===== src/rtl/sel_scan_pkg.sv =====
// Shared encodings for the selector channel-scan sequencer: FSM states,
// register map and CTRL bit positions.
package sel_scan_pkg;

    typedef enum logic [2:0] {
        S_IDLE,
        S_LOAD,
        S_WAIT_HI,
        S_WAIT_LO,
        S_DWELL,
        S_NEXT,
        S_STOP
    } state_t;

    localparam logic [1:0] REG_CTRL   = 2'd0;
    localparam logic [1:0] REG_RANGE  = 2'd1;
    localparam logic [1:0] REG_DWELL  = 2'd2;
    localparam logic [1:0] REG_STATUS = 2'd3;

    localparam int CTRL_RUN     = 0;
    localparam int CTRL_SINGLE  = 1;
    localparam int CTRL_CLR_ERR = 2;

    // En sits at sel_data[CH_W + EN_OFS]
    localparam int EN_OFS         = 0;
    localparam int RANGE_LAST_LSB = 16;

endpackage


===== src/rtl/sel_scan_regs.sv =====
// Configuration registers, shadow copies used by the scan FSM, and the
// combinational read-back mux.
module sel_scan_regs
    import sel_scan_pkg::*;
#(
    parameter int CH_W = 8,
    parameter int DW_W = 16
) (
    input  logic            i_clk,
    input  logic            i_rst,
    input  logic            i_cfg_we,
    input  logic [1:0]      i_cfg_addr,
    input  logic [31:0]     i_cfg_wdata,
    input  logic            i_latch,
    input  logic            i_clr_run,
    input  logic [31:0]     i_status,
    output logic            o_run,
    output logic            o_single,
    output logic            o_clr_err,
    output logic [CH_W-1:0] o_first,
    output logic [CH_W-1:0] o_last,
    output logic [DW_W-1:0] o_dwell,
    output logic [31:0]     o_rdata
);

    logic [CH_W-1:0] r_first, r_last, r_last_sh;
    logic [DW_W-1:0] r_dwell, r_dwell_sh;
    logic            r_run, r_single;
    logic            w_wr_ctrl, w_wr_range, w_wr_dwell;
    logic            w_unused_ok;

    assign w_wr_ctrl   = i_cfg_we && (i_cfg_addr == REG_CTRL);
    assign w_wr_range  = i_cfg_we && (i_cfg_addr == REG_RANGE);
    assign w_wr_dwell  = i_cfg_we && (i_cfg_addr == REG_DWELL);
    assign w_unused_ok = &{1'b0, i_cfg_wdata};

    always_ff @(posedge i_clk or posedge i_rst) begin
        if (i_rst) begin
            r_run      <= 1'b0;
            r_single   <= 1'b0;
            r_first    <= '0;
            r_last     <= '0;
            r_dwell    <= '0;
            r_last_sh  <= '0;
            r_dwell_sh <= '0;
        end else begin
            // a bus write in the same cycle overrides the FSM's run clear
            if (i_clr_run) r_run <= 1'b0;
            if (w_wr_ctrl) begin
                r_run    <= i_cfg_wdata[CTRL_RUN];
                r_single <= i_cfg_wdata[CTRL_SINGLE];
            end
            if (w_wr_range) begin
                r_first <= i_cfg_wdata[CH_W-1:0];
                r_last  <= i_cfg_wdata[RANGE_LAST_LSB +: CH_W];
            end
            if (w_wr_dwell) r_dwell <= i_cfg_wdata[DW_W-1:0];
            if (i_latch) begin
                r_last_sh  <= r_last;
                r_dwell_sh <= r_dwell;
            end
        end
    end

    assign o_run     = r_run;
    assign o_single  = r_single;
    assign o_clr_err = w_wr_ctrl && i_cfg_wdata[CTRL_CLR_ERR];
    assign o_first   = r_first;
    assign o_last    = r_last_sh;
    assign o_dwell   = r_dwell_sh;

    always_comb begin
        o_rdata = '0;
        case (i_cfg_addr)
            REG_CTRL:  o_rdata = {30'b0, r_single, r_run};
            REG_RANGE: o_rdata = {16'(r_last), 16'(r_first)};
            REG_DWELL: o_rdata = 32'(r_dwell);
            default:   o_rdata = i_status;
        endcase
    end

endmodule


===== src/rtl/sel_scan_sequencer.sv =====
// Autonomous channel-scan controller: steps the input mux selector through a
// programmed channel range and opens an acquisition window on each channel.
module sel_scan_sequencer
    import sel_scan_pkg::*;
#(
    parameter int              CH_W   = 8,
    parameter int              DW_W   = 16,
    parameter int              TO_W   = 16,
    parameter logic [TO_W-1:0] TO_MAX = 16'hFFFF
) (
    input  logic            clk,
    input  logic            rst,
    input  logic            cfg_we,
    input  logic [1:0]      cfg_addr,
    input  logic [31:0]     cfg_wdata,
    output logic [31:0]     cfg_rdata,
    output logic            sel_valid,
    output logic [31:0]     sel_data,
    input  logic            sel_active,
    output logic            acq_en,
    output logic [CH_W-1:0] acq_ch,
    output logic            frame_done,
    output logic            busy,
    output logic            err_timeout
);

    state_t          r_state, w_state_nxt;
    logic [CH_W-1:0] r_cur_ch;
    logic [DW_W-1:0] r_dw_cnt;
    logic [TO_W-1:0] r_to_cnt;
    logic [15:0]     r_frame_cnt;
    logic            r_err;

    logic            w_run, w_single, w_clr_err;
    logic            w_latch, w_clr_run, w_to_set, w_frame_end;
    logic            w_busy, w_is_last, w_to_hit;
    logic [CH_W-1:0] w_first, w_last;
    logic [DW_W-1:0] w_dwell;
    logic [31:0]     w_status;

    assign w_busy    = (r_state != S_IDLE);
    assign w_is_last = (r_cur_ch == w_last);
    assign w_to_hit  = (r_to_cnt == TO_MAX);
    assign w_status  = {r_frame_cnt, 5'b0, r_err, w_busy, 9'(r_cur_ch)};

    sel_scan_regs #(.CH_W(CH_W), .DW_W(DW_W)) u_regs (
        .i_clk      (clk),
        .i_rst      (rst),
        .i_cfg_we   (cfg_we),
        .i_cfg_addr (cfg_addr),
        .i_cfg_wdata(cfg_wdata),
        .i_latch    (w_latch),
        .i_clr_run  (w_clr_run),
        .i_status   (w_status),
        .o_run      (w_run),
        .o_single   (w_single),
        .o_clr_err  (w_clr_err),
        .o_first    (w_first),
        .o_last     (w_last),
        .o_dwell    (w_dwell),
        .o_rdata    (cfg_rdata)
    );

    always_comb begin
        w_state_nxt = r_state;
        w_latch     = 1'b0;
        w_clr_run   = 1'b0;
        w_to_set    = 1'b0;
        w_frame_end = 1'b0;
        case (r_state)
            S_IDLE: begin
                w_latch = 1'b1;
                if (w_run) w_state_nxt = S_LOAD;
            end
            S_LOAD: w_state_nxt = S_WAIT_HI;
            S_WAIT_HI: begin
                if (!w_run)          w_state_nxt = S_STOP;
                else if (sel_active) w_state_nxt = S_WAIT_LO;
                else if (w_to_hit) begin
                    w_to_set    = 1'b1;
                    w_state_nxt = S_STOP;
                end
            end
            S_WAIT_LO: begin
                if (!w_run)           w_state_nxt = S_STOP;
                else if (!sel_active) w_state_nxt = S_DWELL;
                else if (w_to_hit) begin
                    w_to_set    = 1'b1;
                    w_state_nxt = S_STOP;
                end
            end
            S_DWELL: if (r_dw_cnt == '0) w_state_nxt = S_NEXT;
            S_NEXT: begin
                // a cleared run lets the finished dwell stand but starts no new channel
                if (w_is_last) begin
                    w_frame_end = 1'b1;
                    if (w_single || !w_run) w_state_nxt = S_STOP;
                    else begin
                        w_latch     = 1'b1;
                        w_state_nxt = S_LOAD;
                    end
                end else if (!w_run) w_state_nxt = S_STOP;
                else                 w_state_nxt = S_LOAD;
            end
            S_STOP: begin
                w_clr_run   = w_single;
                w_state_nxt = S_IDLE;
            end
            default: w_state_nxt = S_IDLE;
        endcase
    end

    always_ff @(posedge clk or posedge rst) begin
        if (rst) r_state <= S_IDLE;
        else     r_state <= w_state_nxt;
    end

    always_ff @(posedge clk or posedge rst) begin
        if (rst) begin
            r_cur_ch    <= '0;
            r_dw_cnt    <= '0;
            r_to_cnt    <= '0;
            r_frame_cnt <= '0;
            r_err       <= 1'b0;
        end else begin
            if (w_latch && w_state_nxt == S_LOAD)
                r_cur_ch <= w_first;
            else if (r_state == S_NEXT && w_state_nxt == S_LOAD)
                r_cur_ch <= r_cur_ch + 1'b1;

            if (r_state == S_LOAD)
                r_to_cnt <= '0;
            else if ((r_state == S_WAIT_HI || r_state == S_WAIT_LO) && !w_to_hit)
                r_to_cnt <= r_to_cnt + 1'b1;

            // a programmed dwell of 0 behaves as 1 cycle
            if (r_state == S_WAIT_LO && w_state_nxt == S_DWELL)
                r_dw_cnt <= (w_dwell == '0) ? '0 : w_dwell - 1'b1;
            else if (r_state == S_DWELL && r_dw_cnt != '0)
                r_dw_cnt <= r_dw_cnt - 1'b1;

            if (w_frame_end) r_frame_cnt <= r_frame_cnt + 1'b1;

            if (w_clr_err)     r_err <= 1'b0;
            else if (w_to_set) r_err <= 1'b1;
        end
    end

    assign sel_valid   = (r_state == S_LOAD) || (r_state == S_STOP);
    assign acq_en      = (r_state == S_DWELL);
    assign acq_ch      = acq_en ? r_cur_ch : '0;
    assign frame_done  = w_frame_end;
    assign busy        = w_busy;
    assign err_timeout = r_err;

    always_comb begin
        sel_data = '0;
        if (r_state == S_LOAD) begin
            sel_data[CH_W+EN_OFS] = 1'b1;
            sel_data[CH_W-1:0]    = r_cur_ch;
        end
    end

endmodule


===== config.mk =====
export PLATFORM = sky130hd
export DESIGN_NAME = sel_scan_sequencer
export DESIGN_NICKNAME = d
export VERILOG_FILES = /design/src/rtl/sel_scan_pkg.sv /design/src/rtl/sel_scan_regs.sv /design/src/rtl/sel_scan_sequencer.sv
export SDC_FILE = /design/constraint.sdc
export NUM_CORES = 1
export LEC_CHECK = 0
export CORE_UTILIZATION = 53
export DETAILED_ROUTE_END_ITERATION = 8
export MAX_ROUTING_LAYER = met4
export PLACE_DENSITY = 0.8
export REMOVE_ABC_BUFFERS = 1
export SETUP_SLACK_MARGIN = 0.4
export SYNTH_ARGS = -nofsm -noshare
export SYNTH_HDL_FRONTEND = slang
export SYNTH_SLANG_ARGS = --single-unit

===== constraint.sdc =====
create_clock -name clk -period 4.6 [get_ports clk]
set_input_delay 0.92 -clock clk [delete_from_list [all_inputs] [get_ports clk]]
set_output_delay 0.92 -clock clk [all_outputs]
set_load 0.01 [all_outputs]

After elaboration in Yosys (flattened, before gate mapping)
Index checks and enable logic that the tools add are counted.
{ "classes": {"n_lt_le_gt_ge": 0, "bitwise": 0, "n_reduce_logical": 25, "eq_ne": 12, "muxes": 37, "n_addsub": 5, "shift": 0, "mul": 0, "div": 0} }
{ "op_table": {"columns": ["op", "n"], "rows": [
  ["case mux 32 bit (3 select lines)", 1],
  ["two-way mux 16 bit", 5],
  ["adder 16 x 1 -> 16 bit (second input constant)", 2],
  ["zero test 16 bit", 2],
  ["subtractor 16 x 1 -> 16 bit (second input constant)", 2],
  ["two-way mux 3 bit", 10],
  ["two-way mux 8 bit", 3],
  ["case mux 3 bit (6 select lines)", 1],
  ["equality test 16 bit (second input constant)", 1],
  ["nonzero test 16 bit", 1],
  ["two-way mux 1 bit", 14],
  ["equality test 3 bit (second input constant)", 4],
  ["nonzero test 2 bit", 5],
  ["logical AND 1 bit", 9],
  ["two-way mux 9 bit", 1],
  ["adder 8 x 1 -> 8 bit (second input constant)", 1],
  ["equality test 8 bit", 1],
  ["equality test 3 x 1 -> 1 bit (second input constant)", 2],
  ["equality test 3 x 2 -> 1 bit (second input constant)", 2],
  ["case mux 1 bit (2 select lines)", 2],
  ["zero test 3 bit", 1],
  ["logical OR 1 bit", 3],
  ["nonzero test 3 bit", 1],
  ["equality test 2 x 1 -> 1 bit (second input constant)", 1],
  ["3 further kinds", 4]
]} }
{ "word_totals": {"in_bits": 38, "ram_bits": 0, "reg_bits": 118, "mem_bits_ro": 0, "latch_bits": 0, "elab_cells": 92, "mem_count": 0, "out_inout_bits": 77} }

Longest topological paths before layout
Gate-level depths: netlist of run 1.
{ "depth": {"ltp_word": 9, "depth_mapped": 9, "depth_no_buf": 8} }

Cells and area by module
From an unflattened synthesis of run 1, not the netlist that was laid out.
{ "unflattened": {"hier_cells": 649, "area_unflattened_um2": 6826.5} }
{ "modules_own_cells": {"columns": ["module", "area_each_um2", "n_inst", "cells_each"], "rows": [
  ["sel_scan_sequencer", 4002.6, 1, 459],
  ["sel_scan_regs", 2824.0, 1, 190]
]} }

Worst setup path after synthesis of run 1
No wires, ideal clock.
{ "synth_timing": {"kind": "input to output", "startpoint": "input port cfg_addr[1]", "endpoint": "output port cfg_rdata[9]", "cell_stages": 4, "path_buffers": 2, "arrival_ps": 2012, "t_required_ps": 3680, "slack_ps": 1668, "path_cell_list": "clkbuf_1 -> clkbuf_1 -> and3_1 -> a21o_1"} }
{ "synth_between": {"elab_chain_cells": 2, "word_cells_on_any_way": 4, "classes_between": "eq/ne (2); mux (1); reduce/logical (1)"} }
{ "synth_rtl": {"columns": ["element", "line_no", "source"], "rows": [
  ["start, declared", "sel_scan_sequencer.sv:14", "input logic [1:0] cfg_addr,"],
  ["equality test 2 bit, or another cell as far along", "sel_scan_regs.sv:74", "case (i_cfg_addr)"],
  ["case mux 32 bit (3 select lines) (*)", "sel_scan_regs.sv:74", null],
  ["end, declared", "sel_scan_sequencer.sv:16", "output logic [31:0] cfg_rdata,"]
]} }
Every way passes the cells marked *; elsewhere a longest branch is shown, timed or not.

Final worst setup path of run 1
{ "layout_timing": {"startpoint": "input port cfg_addr[1]", "endpoint": "output port cfg_rdata[2]"} }
The elaborated chain is that of the path after synthesis.

==> results of run 1 <==
layout by cell type, fill, tap and decap left out, drive strengths merged, types with 8 or more instances in the layout:
cell	instances
clkbuf	19
xnor2	29
or4	8
a21oi	12
nand2	108
nand4	11
o21ai	11
conb	23
clkdlybuf4s50	83
mux2	40
nor3	16
o22ai	9
inv	14
and2	15
and3	26
nor2	42
nand3	18
mux2i	16
xor2	30
nor2b	15
dfrtp	118
kinds of logic after synthesis:
family                     synth area share, %
muxes                                     10.0
and+or+nand+nor                           22.5
AOI/OAI and AO/OA                         7.82
DFF                                       45.1
adders and majority gates                0.956
buffers and inverters                     5.66
other                                   0.0573
xor gates and xnor gates                  7.89
worst min path at each step:
stage	depth (start not counted)	end	slack, ns
finish	1	r_frame_cnt[15]	0.47
global route	1	r_frame_cnt[15]	0.50
CTS	1	r_frame_cnt[15]	0.48
detailed placement	1	r_frame_cnt[15]	0.47
global placement	1	r_frame_cnt[15]	0.45
floorplan	1	r_frame_cnt[15]	0.43
cell type report:
type | instances | area, sq um | area share [%]
multi-input combinational | 505 | 3310 | 41.5
sequential | 118 | 2950 | 37.0
timing repair buffer | 90 | 883 | 11.1
clock buffer | 19 | 443 | 5.55
tap | 147 | 184 | 2.30
clock inverter | 13 | 155 | 1.94
inverter | 13 | 51.3 | 0.643
routing by layer:
layer,up-vias,global-route usage [%]
li1,2435,-
met1,2621,34.5
met2,212,41.3
met3,26,6.05
met4,0,8.86
met5,-,-
sequential cells by signal, summed over array words and instances (netlist names):
signal and cells:
u_regs.o_single 1, u_regs.r_last 8, r_to_cnt 16, u_regs.o_dwell 16, u_regs.o_first 8, r_cur_ch 8
u_regs.o_run 1, r_dw_cnt 16, u_regs.o_last 8, r_frame_cnt 16, err_timeout 1, u_regs.r_dwell 16
r_state 3
stage by stage:
step	total power, mW	cell area, sq um	setup slack [ns]	utilization (%)	hold WS (ns)
floorplan	2.60	6310	0.551	-	0.434
global placement	3.05	7380	0.702	61.5	0.452
detailed placement	3.13	7380	0.653	61.5	0.465
CTS	4.49	7980	0.647	66.4	0.477
global route	4.75	7980	0.532	66.4	0.497
finish	4.52	7980	0.627	66.4	0.472
power groups by stage:
stage / Combinational (mW) / Sequential (mW) / Clock (mW)
after floorplan: 1.02 / 1.58 / 0
after global placement: 1.39 / 1.66 / 0
after detailed placement: 1.45 / 1.69 / 0
after CTS: 1.47 / 1.68 / 1.34
after global routing: 1.63 / 1.73 / 1.39
final: 1.49 / 1.69 / 1.34
synthesized netlist by cell type (all sizes together) (3+ instances only):
master  instances  area (sq um)
a211oi          7          77.6
a21oi          12          60.1
a22o            7          61.3
a31oi           3          18.8
and2           15          96.3
and3           26           163
and4            3          26.3
buf            30           220
clkbuf         27           101
dfrtp         118          2950
ha              5          62.6
inv            13          48.8
mux2           40           450
mux2i          16           160
nand2         108           405
nand2b          3          18.8
nand3          18          90.1
nand3b          4          30.0
nand4          11          68.8
nor2           42           158
nor2b          15          96.3
nor3           16          85.1
nor3b           4          30.0
nor4            6          50.0
o211ai          5          37.5
o21ai          11          58.8
o22ai           9          56.3
o31ai           3          27.5
or3             3          18.8
or4             8          63.8
xnor2          29           254
xor2           30           263
==> results.md, run 1 <==
* 1st-iter DRT viols at 335
* GPL Wtd Cong at 0.825
* # hold bufs at CTS at 0
* Max incr delay on CP at 0.90 ns
* Seq/Total Area, Yosys at 45.1%
* Setup TNS at 0 ns
* GRT Resource Usage Total at 26.6%
* CTS root buffer: clkbuf_16
* Crit Path Category: in2out
* Clock share of power at 29.7%
* Dpl hpwl at 10.6 mm
* Crit path max-delay family: buffers and inverters
* WL met3 at 932 microns
* Static leakage at 3.52 nW
* Net switching power at 1.68 mW
* Die X-Extent at 113 microns
* Avg Synthesized Cell Area at 9.76 sq um
* Headroom to the max-slew limit at 21.1%
* Synth cell types at 60
* Final Setup Violations at 0
* Total gr overflow at 0
* Final Hold Fails at 0
* Highest Clock Rate at 252 MHz
* H-tree levels at 4
* Max Cap Viol at 0
* Most common cell on crit path: clkdlybuf4s50_1
* Die Footprint at 12800 sq um
* Clock transition at path regs at 0.05 ns
* Hold Startpoint: r_frame_cnt[15]
* Layout Nets at 788
* Post-cts resize count at 0
* Min cycle time layout at 3.97 ns
* RSZ-0062 raised after global routing: no
* Number of detailed-route iterations in the first pass at 5
* Period utilisation layout at 86.4%
* Routed met1 length at 6.91 mm
* Fraction of layout cells with a size suffix above 1 at 13.2%
* Top FF cell, synth: dfrtp_1
* Initial Util at 54.5%
* Number of routed nets with antenna violations at 0
* R2r endpoint: u_regs.o_dwell[0]
* ANT cells at 0
* Via count at 5294
* Uppermost routed layer: met4
* Cell area power density at 566 nW/um^2
* Syn. warnings at 0
* TritonCTS clock tree: yes
* WP depth at 5
* Syn Inst Count at 671
* DR WL met2 at 7.63 mm
* FF-to-FF Start: r_cur_ch[3]
* Worst R2R Path Depth at 6
* DRC violation count after routing at 0
* Critical Path RT at 3.68 ns
* Quantity of I/O buffers inserted on ports at 83
* Global-route wire length before repair at 25.5 mm
* Clock Skews at 0.0113 ns
* EDFF count, synth at 0
* Vias per std cell at 5.85
* Internal power at 2.84 mW
* Non-Filler Instances at 905
* Slew @ Worst Pin at 1.18 ns
* CP startpoint: cfg_addr[1]
* Final Max Slew Viols at 0
* Final WL at 15.8 mm
* Peak VDD IR at 343 uV
* Fill cell count at 916
* CP Launch Type: input pin
* Gate power share at 32.9%
* Initial antenna violation count at 0
* Worst Hold Class: reg2reg
* Synth Register Bits at 118
* Area added between synthesis and finish at 21.9%
* Sequential power share at 37.4%
* Post-CTS Setup Inserts at 0
* Core area at 12000 sq um
* Skew-Pair Late Insertion Delay at 0.42 ns
* Switching part of the total at 37.1%
* Sink Count at 118
* Async SR Flop Fraction at 100%
* Cts bufs inserted at 17
* Die Y at 113 microns
* Worst setup endpoint: cfg_rdata[2]
* CP bufs+invs at 3
* I/O pin cnt at 115
* Vias in the first global route at 5033
* Status: complete, no violations
* Max Root-Sink Buffers at 2
* Worst-path cell chain: clkdlybuf4s50_1 > nor2b_1 > buf_4 > a22o_1 > clkdlybuf4s50_1
* Wire length per cell at 17.4 microns
* Dpl cells at 873
* Slowest cell on the critical path: clkdlybuf4s50_1
* Reg2reg setup slack at 1.48 ns
* CP arrival at 3.05 ns
* Critical Path Sink Type: primary output
* Largest net degree at the start of global routing at 82
* Critical path peak fanout at 14
* Cell Area, Synth at 6550 sq um
* FP Rows at 40
Note: power is estimated with default switching activity, not from simulation.
==> run 2, diff against run 1 <==
--- a/config.mk
+++ b/config.mk
@@ -5,6 +5,7 @@
 export SDC_FILE = /design/constraint.sdc
 export NUM_CORES = 1
 export LEC_CHECK = 0
+export CORE_MARGIN = 10
 export CORE_UTILIZATION = 53
 export DETAILED_ROUTE_END_ITERATION = 8
 export MAX_ROUTING_LAYER = met4
==> results.md, run 2 (synthesis results as in run 1) <==
* Area of the multi-input gates at 3310 sq um
* Number of detailed-route iterations in the first pass at 5
* Layout Nets at 788
* # hold bufs at CTS at 0
* CP Launch Type: input pin
* Headroom to the max-slew limit at 20.9%
* Busiest grt layer: met2
* Vias per std cell at 5.69
* CP arrival at 3.01 ns
* 1st-iter DRT viols at 393
* Die Y at 131 microns
* Area added between synthesis and finish at 22.1%
* Design area at 7990 sq um
* Post-cts resize count at 0
* FF+latch area at 2950 sq um
* GRT Resource Usage Total at 19.9%
* DRC violation count after routing at 0
* CTS root buffer: clkbuf_16
* Slew @ Worst Pin at 1.19 ns
* ANT cells at 0
* Fill cell count at 903
* Total gr overflow at 0
* Final Setup Violations at 0
* Critical Path RT at 3.68 ns
* Clock Skews at 0.00750 ns
* Status: complete, no violations
* Global-route wire length before repair at 27.6 mm
* Sink Count at 118
* GPL Wtd Cong at 0.902
* Initial antenna violation count at 0
* Highest Clock Rate at 254 MHz
* Final Max Slew Viols at 0
* Die Footprint at 17200 sq um
* Dpl hpwl at 11.8 mm
* Die X-Extent at 131 microns
* Static leakage at 3.52 nW
* Fraction of layout cells with a size suffix above 1 at 13.1%
* H-tree levels at 4
* Core area at 12100 sq um
* Skew-Pair Late Insertion Delay at 0.42 ns
* Peak VDD IR at 266 uV
* Commonest non-fill, non-tap cells in the layout: dfrtp_1 (118), nand2_1 (108), clkdlybuf4s50_1 (83)
* Non-Filler Instances at 924
* Met2 GRT Util at 31.7%
* Cell area power density at 559 nW/um^2
* Most common cell after layout, fill and taps aside: dfrtp_1
* Setup TNS at 0 ns
* Post-CTS Setup Inserts at 0
* Critical path peak fanout at 14
* Wire length per cell at 18.1 microns
* TritonCTS clock tree: yes
* Via count at 5259
* Max Cap Viol at 0
* Quantity of I/O buffers inserted on ports at 83
* Crit Path Category: in2out
* Cts bufs inserted at 17
* Critical Path Sink Type: primary output
* Clock transition at path regs at 0.06 ns
* Dpl cells at 894
* Routing usage on met3 at 4.38%
* Total Power at 4.47 mW
* Final WL at 16.8 mm
* Routing usage on met1 at 23.7%
* FP Rows at 40
* Min cycle time layout at 3.93 ns
* I/O pin cnt at 115
* Number of routed nets with antenna violations at 0
* Placed Area at 7410 sq um
* RSZ-0062 raised after global routing: no
* Vias in the first global route at 5533
* Worst Hold Class: reg2reg
* Final Hold Fails at 0
* Largest net degree at the start of global routing at 76
* Max Root-Sink Buffers at 2
* Period utilisation layout at 85.5%
* Initial Util at 54.3%
==> run 2: cell types whose count changed in the layout (fill, tap and decap cells not counted), sizes merged <==
cell	delta
bufinv	-1
clkbuf	+2
inv	-1
clkinvlp	-2
==> run 2: power breakdown <==
| group | leakage [nW] | switching [mW] | total (mW) | internal, mW |
|---|---|---|---|---|
| logic | 1.77 | 0.819 | 1.47 | 0.653 |
| registers | 1.46 | 0.362 | 1.69 | 1.33 |
| clock network | 0.290 | 0.465 | 1.31 | 0.843 |
| total | 3.52 | 1.65 | 4.47 | 2.82 |
==> run 2: path summary, 6_finish.rpt <==
check                           depth (start not counted)            endpoint  slack [ns]             start
worst max-delay path                                    5        cfg_rdata[2]        0.67       cfg_addr[1]
worst min-delay path                                    2    u_regs.o_last[2]        0.49  u_regs.o_last[2]
worst max register to register                          7   u_regs.o_dwell[0]        1.55       r_cur_ch[3]
worst min register to register                          2    u_regs.o_last[2]        0.49  u_regs.o_last[2]
max in group asynchronous                               3  u_regs.r_dwell[10]        2.65               rst
min in group asynchronous                               2        r_to_cnt[12]        1.05               rst
==> run 2: layout make-up <==
type                            instances  area share (%)
Timing Repair Buffer                   90            11.1
Multi-Input combinational cell        505            41.4
Clock inverter                          9            1.27
Sequential cell                       118            37.0
Inverter                               13           0.642
Tap cell                              168            2.63
Clock buffer                           21            6.01
==> run 2: stage by stage <==
stage	setup WS [ns]	hold WS, ns	util (%)
2_1_floorplan	0.551	0.434	-
3_3_place_gp	0.702	0.453	61.4
5_1_grt	0.563	0.508	66.2
3_5_place_dp	0.696	0.477	61.4
6_report	0.668	0.489	66.2
4_1_cts	0.695	0.490	66.2
==> run 2: worst max-delay path, stage by stage <==
cell and delay, ns:
clkdlybuf4s50_1 0.91, nor2b_1 0.21, buf_4 0.21, a22o_1 0.20
clkdlybuf4s50_1 0.55
==> run 2: metal layers <==
layer,wire [microns],vias up
met2,8240,167
met4,510,0
met3,727,44
met1,7270,2622
met5,0,-
li1,-,2426
